==> src/rtl/ucode_pkg.sv <==
// Shared types and helpers for the microcode sequencer: FSM states, the bundle
// record stored in the queue, and the END-flag scan.
package ucode_pkg;
  localparam int DEF_INSTR_W     = 32;
  localparam int UOP_END_BIT     = DEF_INSTR_W - 1;
  localparam int DEF_FETCH_WIDTH = 2;
  localparam int MAX_FETCH_WIDTH = 4;
  localparam int IDX_W           = $clog2(MAX_FETCH_WIDTH + 1);

  typedef enum logic [1:0] {SEQ_IDLE, SEQ_FETCH, SEQ_DRAIN} seq_state_t;

  typedef struct packed {
    logic [DEF_FETCH_WIDTH*DEF_INSTR_W-1:0] slots;
    logic [$clog2(DEF_FETCH_WIDTH+1)-1:0]   count;
  } uop_bundle_t;

  // Index of the lowest set END flag; MAX_FETCH_WIDTH when none is set.
  function automatic logic [IDX_W-1:0] first_end_idx(input logic [MAX_FETCH_WIDTH-1:0] end_flags);
    first_end_idx = IDX_W'(MAX_FETCH_WIDTH);
    for (int i = MAX_FETCH_WIDTH - 1; i >= 0; i--)
      if (end_flags[i]) first_end_idx = IDX_W'(i);
  endfunction
endpackage

==> src/rtl/ucode_sequencer_fifo.sv <==
// Bundle queue between the uop buffer read port and decode. Clear has priority
// over push/pop; free_entries feeds the fetch credit check.
module uop_bundle_fifo
  import ucode_pkg::*;
#(
  parameter int  DEPTH   = 4,
  parameter type entry_t = uop_bundle_t,
  localparam int PW      = $clog2(DEPTH),
  localparam int CNT_W   = PW + 1
) (
  input  logic             clk,
  input  logic             reset,
  input  logic             push,
  input  logic             pop,
  input  logic             clear,
  input  entry_t           wr_data,
  output entry_t           rd_data,
  output logic             empty,
  output logic [CNT_W-1:0] free_entries
);
  entry_t           mem [DEPTH];
  logic [PW-1:0]    wr_ptr;
  logic [PW-1:0]    rd_ptr;
  logic [CNT_W-1:0] occupancy;

  always_ff @(posedge clk or posedge reset) begin
    if (reset) begin
      wr_ptr    <= '0;
      rd_ptr    <= '0;
      occupancy <= '0;
    end else if (clear) begin
      wr_ptr    <= '0;
      rd_ptr    <= '0;
      occupancy <= '0;
    end else begin
      if (push) wr_ptr <= wr_ptr + PW'(1);
      if (pop)  rd_ptr <= rd_ptr + PW'(1);
      occupancy <= occupancy + CNT_W'(push) - CNT_W'(pop);
    end
  end

  // Storage carries no reset; the top gates the head with out_valid.
  always_ff @(posedge clk) begin
    if (push && !clear) mem[wr_ptr] <= wr_data;
  end

  assign rd_data      = mem[rd_ptr];
  assign empty        = (occupancy == '0);
  assign free_entries = CNT_W'(DEPTH) - occupancy;
endmodule

==> src/rtl/ucode_sequencer.sv <==
// Microcode sequencer: walks the uop buffer from a start address and feeds bundles
// to decode through a small queue. Define UCODE_BYPASS_EN to let a return skip an empty queue.
module ucode_sequencer
  import ucode_pkg::*;
#(
  parameter int  UOP_BUF_SIZE = 64,
  parameter int  FETCH_WIDTH  = DEF_FETCH_WIDTH,
  parameter int  QUEUE_DEPTH  = 4,
  parameter int  INSTR_W      = UOP_END_BIT + 1,
  localparam int AW           = $clog2(UOP_BUF_SIZE),
  localparam int BW           = FETCH_WIDTH * INSTR_W,
  localparam int CW           = $clog2(FETCH_WIDTH + 1)
) (
  input  logic          clk,
  input  logic          reset,
  input  logic          start,
  input  logic [AW-1:0] start_addr,
  input  logic          redirect,
  input  logic [AW-1:0] redirect_addr,
  output logic          fetch_req,
  output logic [AW-1:0] uop_addr,
  input  logic [BW-1:0] uop_data,
  output logic          out_valid,
  input  logic          out_ready,
  output logic [BW-1:0] out_bundle,
  output logic [CW-1:0] out_count,
  output logic          busy,
  output logic          done
);
  localparam int QW = $clog2(QUEUE_DEPTH) + 1;

  typedef struct packed {
    logic [BW-1:0] slots;
    logic [CW-1:0] count;
  } bundle_t;

  seq_state_t                 state, state_next;
  logic [AW-1:0]              pc, pc_next;
  logic                       rd_pending;
  logic [MAX_FETCH_WIDTH-1:0] end_flags;
  logic [IDX_W-1:0]           end_idx;
  logic                       has_end;
  logic                       ret_end;
  bundle_t                    ret_bundle;
  bundle_t                    head_bundle;
  bundle_t                    out_sel;
  logic                       fifo_push;
  logic                       fifo_pop;
  logic                       fifo_empty;
  logic [QW-1:0]              free_entries;

  // Shape the returning bundle: trim at the first END slot and zero what follows.
  always_comb begin
    end_flags = '0;
    for (int i = 0; i < FETCH_WIDTH; i++)
      end_flags[i] = uop_data[i*INSTR_W + INSTR_W - 1];
    end_idx    = first_end_idx(end_flags);
    has_end    = (end_idx < IDX_W'(FETCH_WIDTH));
    ret_end    = rd_pending && has_end;
    ret_bundle = '0;
    for (int i = 0; i < FETCH_WIDTH; i++)
      if (IDX_W'(i) <= end_idx)
        ret_bundle.slots[i*INSTR_W +: INSTR_W] = uop_data[i*INSTR_W +: INSTR_W];
    ret_bundle.count = has_end ? CW'(end_idx + IDX_W'(1)) : CW'(FETCH_WIDTH);
  end

  // A read is issued only when the queue can absorb it plus the one still in flight.
  always_comb begin
    state_next = state;
    pc_next    = pc;
    done       = 1'b0;
    fetch_req  = (state == SEQ_FETCH) && !redirect && !ret_end &&
                 (free_entries > QW'(rd_pending));
    if (fetch_req) pc_next = pc + AW'(FETCH_WIDTH);
    unique case (state)
      SEQ_IDLE: begin
        if (start) begin
          state_next = SEQ_FETCH;
          pc_next    = start_addr;
        end
      end
      SEQ_FETCH: begin
        if (ret_end) state_next = SEQ_DRAIN;
      end
      SEQ_DRAIN: begin
        if (fifo_empty && !rd_pending) begin
          state_next = SEQ_IDLE;
          done       = 1'b1;
        end
      end
      default: state_next = SEQ_IDLE;
    endcase
    if (redirect) begin
      state_next = SEQ_FETCH;
      pc_next    = redirect_addr;
      done       = 1'b0;
    end
  end

  always_ff @(posedge clk or posedge reset) begin
    if (reset) begin
      state      <= SEQ_IDLE;
      pc         <= '0;
      rd_pending <= 1'b0;
    end else begin
      state      <= state_next;
      pc         <= pc_next;
      rd_pending <= fetch_req;
    end
  end

`ifdef UCODE_BYPASS_EN
  logic bypass_hit;

  always_comb begin
    bypass_hit = rd_pending && fifo_empty && !redirect;
    out_valid  = !fifo_empty || bypass_hit;
    out_sel    = fifo_empty ? ret_bundle : head_bundle;
    fifo_push  = rd_pending && !redirect && !(bypass_hit && out_ready);
  end
`else
  always_comb begin
    out_valid = !fifo_empty;
    out_sel   = head_bundle;
    fifo_push = rd_pending && !redirect;
  end
`endif

  assign fifo_pop   = !fifo_empty && out_ready && !redirect;
  assign out_bundle = out_valid ? out_sel.slots : '0;
  assign out_count  = out_valid ? out_sel.count : '0;
  assign uop_addr   = pc;
  assign busy       = (state != SEQ_IDLE);

  uop_bundle_fifo #(
    .DEPTH   (QUEUE_DEPTH),
    .entry_t (bundle_t)
  ) u_fifo (
    .clk          (clk),
    .reset        (reset),
    .push         (fifo_push),
    .pop          (fifo_pop),
    .clear        (redirect),
    .wr_data      (ret_bundle),
    .rd_data      (head_bundle),
    .empty        (fifo_empty),
    .free_entries (free_entries)
  );
endmodule
==> config.mk <==
export PLATFORM = sky130hd
export DESIGN_NAME = ucode_sequencer
export DESIGN_NICKNAME = d
export VERILOG_FILES = /design/src/rtl/ucode_pkg.sv /design/src/rtl/ucode_sequencer_fifo.sv /design/src/rtl/ucode_sequencer.sv
export SDC_FILE = /design/constraint.sdc
export NUM_CORES = 1
export LEC_CHECK = 0
export CORE_ASPECT_RATIO = 0.8
export CORE_UTILIZATION = 50
export CTS_BUF_LIST = sky130_fd_sc_hd__clkbuf_16
export DETAILED_ROUTE_END_ITERATION = 16
export PLACE_DENSITY_LB_ADDON = 0.25
export SETUP_SLACK_MARGIN = 0.15
export SYNTH_ARGS = -nofsm -noshare
export SYNTH_HDL_FRONTEND = slang
export SYNTH_SLANG_ARGS = --single-unit
==> constraint.sdc <==
create_clock -name clk -period 5.5 [get_ports clk]
set_input_delay 0.825 -clock clk [delete_from_list [all_inputs] [get_ports clk]]
set_output_delay 0.825 -clock clk [all_outputs]
set_load 0.02 [all_outputs]
==> summary.txt, run 1 <==
Run status
  – Status: finished clean

Global routing
  – All-Layer GR Usage: 0.1811
  – GR Overflow Total: 0
  – Vias in the first global route: ~6,000
  – First-pass GRT wire length: 31,740 microns
  – Most used routing layer in global routing: met2
  – Met1 Track Usage GR: 0.2481
  – Global-route met3 utilization: 0.03086
  – Pin count of the biggest net entering global routing: slightly below 70
  – Initial antenna violation count: 0
  – M2 GR Usage: 0.3053

Clock tree
  – Setup Fix Bufs, Post-CTS: 0
  – Clock Pin Slew Worst Setup and Hold Paths: approximately 0.06 ns
  – H-tree depth: 1
  – CTS Buffer Depth: 3
  – Post-CTS Hold Fix Bufs: 0
  – CTS tree: done
  – CTS buffer count: 29
  – CTS root buf: clkbuf_16
  – Cts repair resizes: 0
  – Clock Sinks: 280
  – Worst-skew pair later-pin latency: 0.53 ns

Drt
  – Vias/cell: 5.328
  – DRC Markers: 0
  – TritonRoute pass-1 iters: 5
  – Routed WL: between 20,000 and 25,000 microns
  – 1st-iter DRT viols: 420
  – Wire length per cell: roughly 20 microns
  – Via count: ~5,600
  – Antenna-violating nets left: 0

Finish
  – Post-route cell area: between 10,000 and 15,000 sq um
  – Final Util: 0.6364
  – Fillers: between 1,500 and 2,000
  – Ant. Diodes: 0
  – Area grow syn2layout: 23.49%
  – Fin nets: about 800
  – Share of cells above drive strength 1: 0.1555

Yosys
  – Count leader, synth: edfxtp_1
  – Syn Inst Count: between 500 and 600
  – Area contributors post-synth: edfxtp_1, mux4_2, and2_1, dfrtp_1, nor2b_1
  – Post-synth top flop: edfxtp_1
  – Syn_nets: 654
  – Synth cell types: 37
  – Post-synth EDFFs: between 200 and 300
  – #FFs+latches synth: 280
  – List of most frequent post-synthesis cells: edfxtp_1, and2_1, mux4_2
  – Async S/R FF share, synth: 0.05714
  – Yosys Warn Count: 0
  – Seq/Total Area, Yosys: 0.7413
  – Top cell type's share of synthesized area: 0.7056
  – Area leader, netlist: edfxtp_1
  – Mapped cell area: 11,230 sq um
  – Mapped Avg Cell Area: about 20 sq um

Job
  – Max_cap viols: 0

Min path
  – Min-Delay Path Class: flip-flop to flip-flop

Floorplan
  – FP Rows: 48
  – Number of I/O pins: 157
  – Core area: around 22,000 sq um
  – Die height: approximately 140 microns
  – Die width: roughly 170 microns
  – Die area: roughly 23,000 sq um
  – Starting density of the core: 0.5153

Timing
  – Fmax: approximately 0.26 GHz
  – Final setup vio count: 0
  – Hold Violations, Final: 0
  – Slew HR: 0.3068
  – Pins Over Slew Limit: 0
  – RSZ-0062 raised after global routing: false
  – Final WS setup: 1.615 ns
  – Final Critical Period: between 3 and 4 ns
  – Period utilization: 0.7064
  – Setup_tns: 0 ns
  – Worst-Margin Slew: a little over 1 ns
  – Worst Clk Skew: between 0.01 and 0.015 ns

Place
  – DP Wirelength: about 12,000 microns
  – Placement Setup Slack: a little over 2 ns
  – Input/output buffers: roughly 160
  – Area of placed instances: around 13,000 sq um
  – Gpl congestion: 0.8306

Pwr
  – Peak supply drop: 0.0002556 V
  – Pleak: 4.539 nW
  – Power density over cell area: roughly 450 nW/um^2

Critical path
  – Crit path capture type: primary output
  – Worst path required time: roughly 4.7 ns
  – Worst Path Arrival: between 3 and 4 ns
  – Critical path class: flip-flop to primary output
  – Startpoint types: flip-flop
  – Max Fanout on Critical Path: 42
## kinds of logic after synthesis
| group | after synthesis | synth area share |
|---|---|---|
| flops | 280 | 0.7413 |
| simple gates | 143 | 0.07696 |
| mux | 69 | 0.1350 |
| buf+inv | 40 | 0.01971 |
| compound gates | 13 | 0.009466 |
| fa+ha+maj | 11 | 0.01292 |
| xor+xnor | 6 | 0.004678 |
## final timing paths
check | from | endpoint | slack (ns) | cells past startpoint
max | u_fifo.rd_ptr[0]$_DFFE_PP0P_ | out_bundle[2] | 1.61 | 4
max reg2reg | u_fifo.occupancy[1]$_DFF_PP0_ | u_fifo.occupancy[2]$_DFF_PP0_ | 3.01 | 12
min in group asynchronous | reset | uop_addr[1]$_DFF_PP0_ | 0.70 | 2
min | uop_addr[0]$_DFFE_PP0P_ | uop_addr[0]$_DFFE_PP0P_ | 0.59 | 2
min reg2reg | uop_addr[0]$_DFFE_PP0P_ | uop_addr[0]$_DFFE_PP0P_ | 0.59 | 2
max in group asynchronous | reset | u_fifo.rd_ptr[1]$_DFFE_PP0P_ | 4.29 | 2
## worst max-delay path, cell delays in order, from the launching register on
cell	delay, ns
dfrtp_4	0.78
buf_12	0.38
mux4_2	0.59
and2_1	0.17
clkdlybuf4s50_1	0.54
## layer usage
metal  wire length, microns  vias up
met1                   9041     2852
met5                      0        -
met3                    962       32
met4                    325        0
li1                       -     2526
met2                  10150      163
## flip-flops by register name, summed over array words and instances, names as in the netlist
signal            count
u_fifo.wr_ptr         2
u_fifo.rd_ptr         2
uop_addr              6
state                 2
u_fifo.occupancy      3
rd_pending            1
u_fifo.mem          264
## per-stage QoR
stage          instances  hold slack [ns]  power [mW]
6_report            1046           0.5855       6.287
5_1_grt             1046           0.6413       6.563
4_1_cts             1046           0.5890       6.362
3_5_place_dp         993           0.5681       4.678
3_3_place_gp         993           0.5669       4.648
2_1_floorplan        562           0.5382       3.895
## final cells by class
type / instances / area (sq um) / area share
flip-flops and latches: 280 / 8335 / 0.6008
multi-input cells: 242 / 2695 / 0.1943
repair buffers: 159 / 1592 / 0.1147
clock buffers: 29 / 725.7 / 0.05231
well taps: 300 / 375.4 / 0.02706
clock inverters: 24 / 105.1 / 0.007576
inverters: 12 / 45.04 / 0.003247
## placed cells by master, fill, tap and decap left out, types with 3 or more instances in the layout
master,n
mux4_2,66
or3_1,3
nor2_1,9
nand2_1,5
ha_1,10
and2_4,4
clkinv_1,8
and2_1,69
xnor2_1,4
clkdlybuf4s50_1,155
inv_1,21
nor2b_1,36
edfxtp_1,264
mux2i_1,3
clkbuf_16,29
nand3_1,7
a21oi_1,3
clkinv_2,4
dfrtp_1,14
## power breakdown
part           switching, mW  leakage (nW)  internal [mW]
combinational          0.962          1.49           1.02
sequential             0.130          2.60           2.49
clock                  0.736         0.447          0.948
(Power assumes the default switching activity.)
==> inputs of run 2 (changes only) <==
--- a/config.mk
+++ b/config.mk
@@ -6,7 +6,7 @@
 export NUM_CORES = 1
 export LEC_CHECK = 0
 export CORE_ASPECT_RATIO = 0.8
-export CORE_UTILIZATION = 50
+export CORE_UTILIZATION = 49
 export CTS_BUF_LIST = sky130_fd_sc_hd__clkbuf_16
 export DETAILED_ROUTE_END_ITERATION = 16
 export PLACE_DENSITY_LB_ADDON = 0.25
==> constraint.sdc (replaced) <==
create_clock -name clk -period 3.19 [get_ports clk]
set_input_delay 0.4785 -clock clk [delete_from_list [all_inputs] [get_ports clk]]
set_output_delay 0.4785 -clock clk [all_outputs]
set_load 0.02 [all_outputs]
==> summary.txt, run 2 (synthesis results as in run 1) <==
Pwr
  – Overall power: 11.15 mW (+77%)
  – Pleak: 5.321 nW (+17%)
  – Peak supply drop: 0.0004220 V (+65%)
  – Power density over cell area: 785.4 nW/um^2 (+73%)

Global routing
  – All-Layer GR Usage: 0.1908 (+0.009776)
  – Pin count of the biggest net entering global routing: 68 (unchanged)
  – GR Overflow Total: 0 (unchanged)
  – Vias in the first global route: 6,053 (+1.5%)
  – Initial antenna violation count: 1 (+1)
  – First-pass GRT wire length: 33,620 microns (+5.9%)

Floorplan
  – Number of I/O pins: 157 (unchanged)
  – Die area: 23,540 sq um (+2.0%)
  – Starting density of the core: 0.4993 (-0.01602)
  – FP Rows: 49 (+2.1%)
  – Core area: 22,500 sq um (+3.2%)
  – Die width: 171.3 microns (+1.0%)
  – Die height: 137.4 microns (+1.0%)

Finish
  – Reg area: 8333 sq um (about the same)
  – Post-route cell area: 14,200 sq um (+2.4%)
  – Most flop-heavy register: u_fifo.mem
  – Most frequent cells in the layout: edfxtp_1, clkdlybuf4s50_1, and2_1, mux4_2, dlymetal6s2s_1
  – Multi-input logic area: 2695 sq um (unchanged)
  – Most common cell after layout, fill and taps aside: edfxtp_1
  – Fillers: 1,606 (+5.9%)
  – Ant. Diodes: 0 (unchanged)
  – Fin cells: 1,063 (+1.6%)
  – Area grow syn2layout: 26.40%
  – Final Util: 0.6311 (-0.005268)
  – Max reg flops: 264 (unchanged)
  – Fin nets: 829 (+1.6%)
  – Share of cells above drive strength 1: 0.1757 (+0.02020)

Timing
  – Slew HR: 0.5597 (+0.2529)
  – Final setup vio count: 0 (unchanged)
  – Pins Over Slew Limit: 0 (unchanged)
  – Final Critical Period: between 3 and 4 ns
  – Hold Violations, Final: 0 (unchanged)
  – Worst-Margin Slew: 0.6598 ns (-0.3801 ns)
  – Period utilization: 0.9598
  – Worst Clk Skew: 0.007747 ns (-0.002291 ns)
  – Setup_tns: 0 ns (unchanged)
  – RSZ-0062 raised after global routing: true
  – Fmax: 0.3266 GHz

Critical path
  – Worst Path Arrival: 2.58 ns (-0.48 ns)
  – Startpoint types: flip-flop
  – Max Fanout on Critical Path: 17 (-60%)
  – Worst path required time: 2.71 ns (-1.97 ns)
  – Crit path capture type: primary output
  – Critical-path cell list: inv_1, ha_1, ha_1, inv_4, clkbuf_16, and2_1, clkdlybuf4s50_1
  – CP most frequent cell: ha_1
  – Critical path's slowest cell: clkdlybuf4s50_1
  – Critical path class: flip-flop to primary output
  – Max stage delay on crit path: 0.61 ns (-0.17 ns)

Clock tree
  – H-tree depth: 1 (unchanged)
  – CTS Buffer Depth: 3 (unchanged)
  – Worst-skew pair later-pin latency: 0.53 ns (about the same)
  – CTS root buf: clkbuf_16
  – CTS buffer count: 27 (-6.9%)
  – Post-CTS Hold Fix Bufs: 0 (unchanged)
  – Clock Sinks: 280 (unchanged)
  – Clock Pin Slew Worst Setup and Hold Paths: 0.06 ns (about the same)
  – CTS tree: done

Place
  – Input/output buffers: 156 (unchanged)
  – Placed Cells: 1,010 (+1.7%)
  – Area of placed instances: 13,220 sq um (+1.3%)
  – Gpl congestion: 0.7345 (-12%)
  – DP Wirelength: 12,890 microns (+9.8%)

Drt
  – Wire length per cell: 21.38 microns (+9.2%)
  – 1st-iter DRT viols: 391 (-6.9%)
  – TritonRoute pass-1 iters: 5 (unchanged)
  – Vias/cell: 5.431 (+1.9%)
  – Via count: 5,773 (+3.6%)
  – DRC Markers: 0 (unchanged)
  – Routed WL: 22,730 microns (+11%)
  – Antenna-violating nets left: 0 (unchanged)

Run status
  – Status: finished clean

Job
  – Max_cap viols: 0 (unchanged)

Min path
  – Min-Delay Path Class: input port to async pin
==> run 2: cell count changes in the layout (fill, tap and decap cells not counted), sizes merged <==
cell           previous run  this run
inv                      23        19
clkinvlp                  0         1
clkdlybuf4s50           155       111
dlymetal6s2s              0        43
bufinv                    0         1
buf                       4        17
dlygate4sd2               0         1
==> run 2: routing by layer <==
metal	vias to the layer above	share of wire	GRT usage
met2	175	0.49	0.3155
met4	0	0.019	0.04415
met1	3010	0.44	0.2707
li1	2553	-	-
met3	35	0.048	0.02844
met5	-	0	0
==> run 2: path summary, 6_finish.rpt <==
| kind | startpoint | depth (start not counted) | slack, ns | endpoint |
|---|---|---|---|---|
| min | reset | 2 | 0.34 | u_fifo.occupancy[2]$_DFF_PP0_ |
| min in group clk | uop_data[31] | 4 | 0.45 | state[0]$_DFFE_PP0P_ |
| min reg2reg | uop_addr[0]$_DFFE_PP0P_ | 2 | 0.59 | uop_addr[0]$_DFFE_PP0P_ |
| max in group asynchronous | reset | 2 | 2.36 | u_fifo.rd_ptr[0]$_DFFE_PP0P_ |
| max | u_fifo.occupancy[1]$_DFF_PP0_ | 7 | 0.13 | out_bundle[60] |
| max reg2reg | u_fifo.occupancy[1]$_DFF_PP0_ | 12 | 0.63 | u_fifo.occupancy[2]$_DFF_PP0_ |
==> run 2: critical path, delay by kind of cell, from the launching register on <==
| kind | cells | cell delay (ns) |
|---|---|---|
| and+or+nand+nor | 1 | 0.16 |
| DFF | 1 | 0.41 |
| adders and majority gates | 2 | 0.44 |
| buffers and inverters | 4 | 1.05 |
==> run 2: metrics by stage <==
stage	hold WS, ns	setup WS, ns
finish	0.3444	0.1283
global route	0.4036	0.01835
CTS	0.3511	0.03216
detailed placement	0.5793	0.5071
global placement	0.5468	0.5305
floorplan	0.3922	0.3025
==> run 2: area by class of cell <==
type,instances,area share
flip-flops and latches,280,0.5868
multi-input cells,242,0.1898
repair buffers,174,0.1361
clock buffers,27,0.04758
well taps,306,0.02696
clock inverters,22,0.009340
inverters,12,0.003348
==> run 2: power by group <==
group	switching, mW	leakage (nW)	internal (mW)	total (mW)
combinational	1.92	2.30	1.91	3.83
sequential	0.120	2.60	4.28	4.40
clock	1.30	0.419	1.62	2.92
==> run 2: repair_timing <==
item	CTS	global route
endpoints found under the setup margin	67	67
setup buffers	2	0
gates resized for setup	1	44
gates cloned	0	2
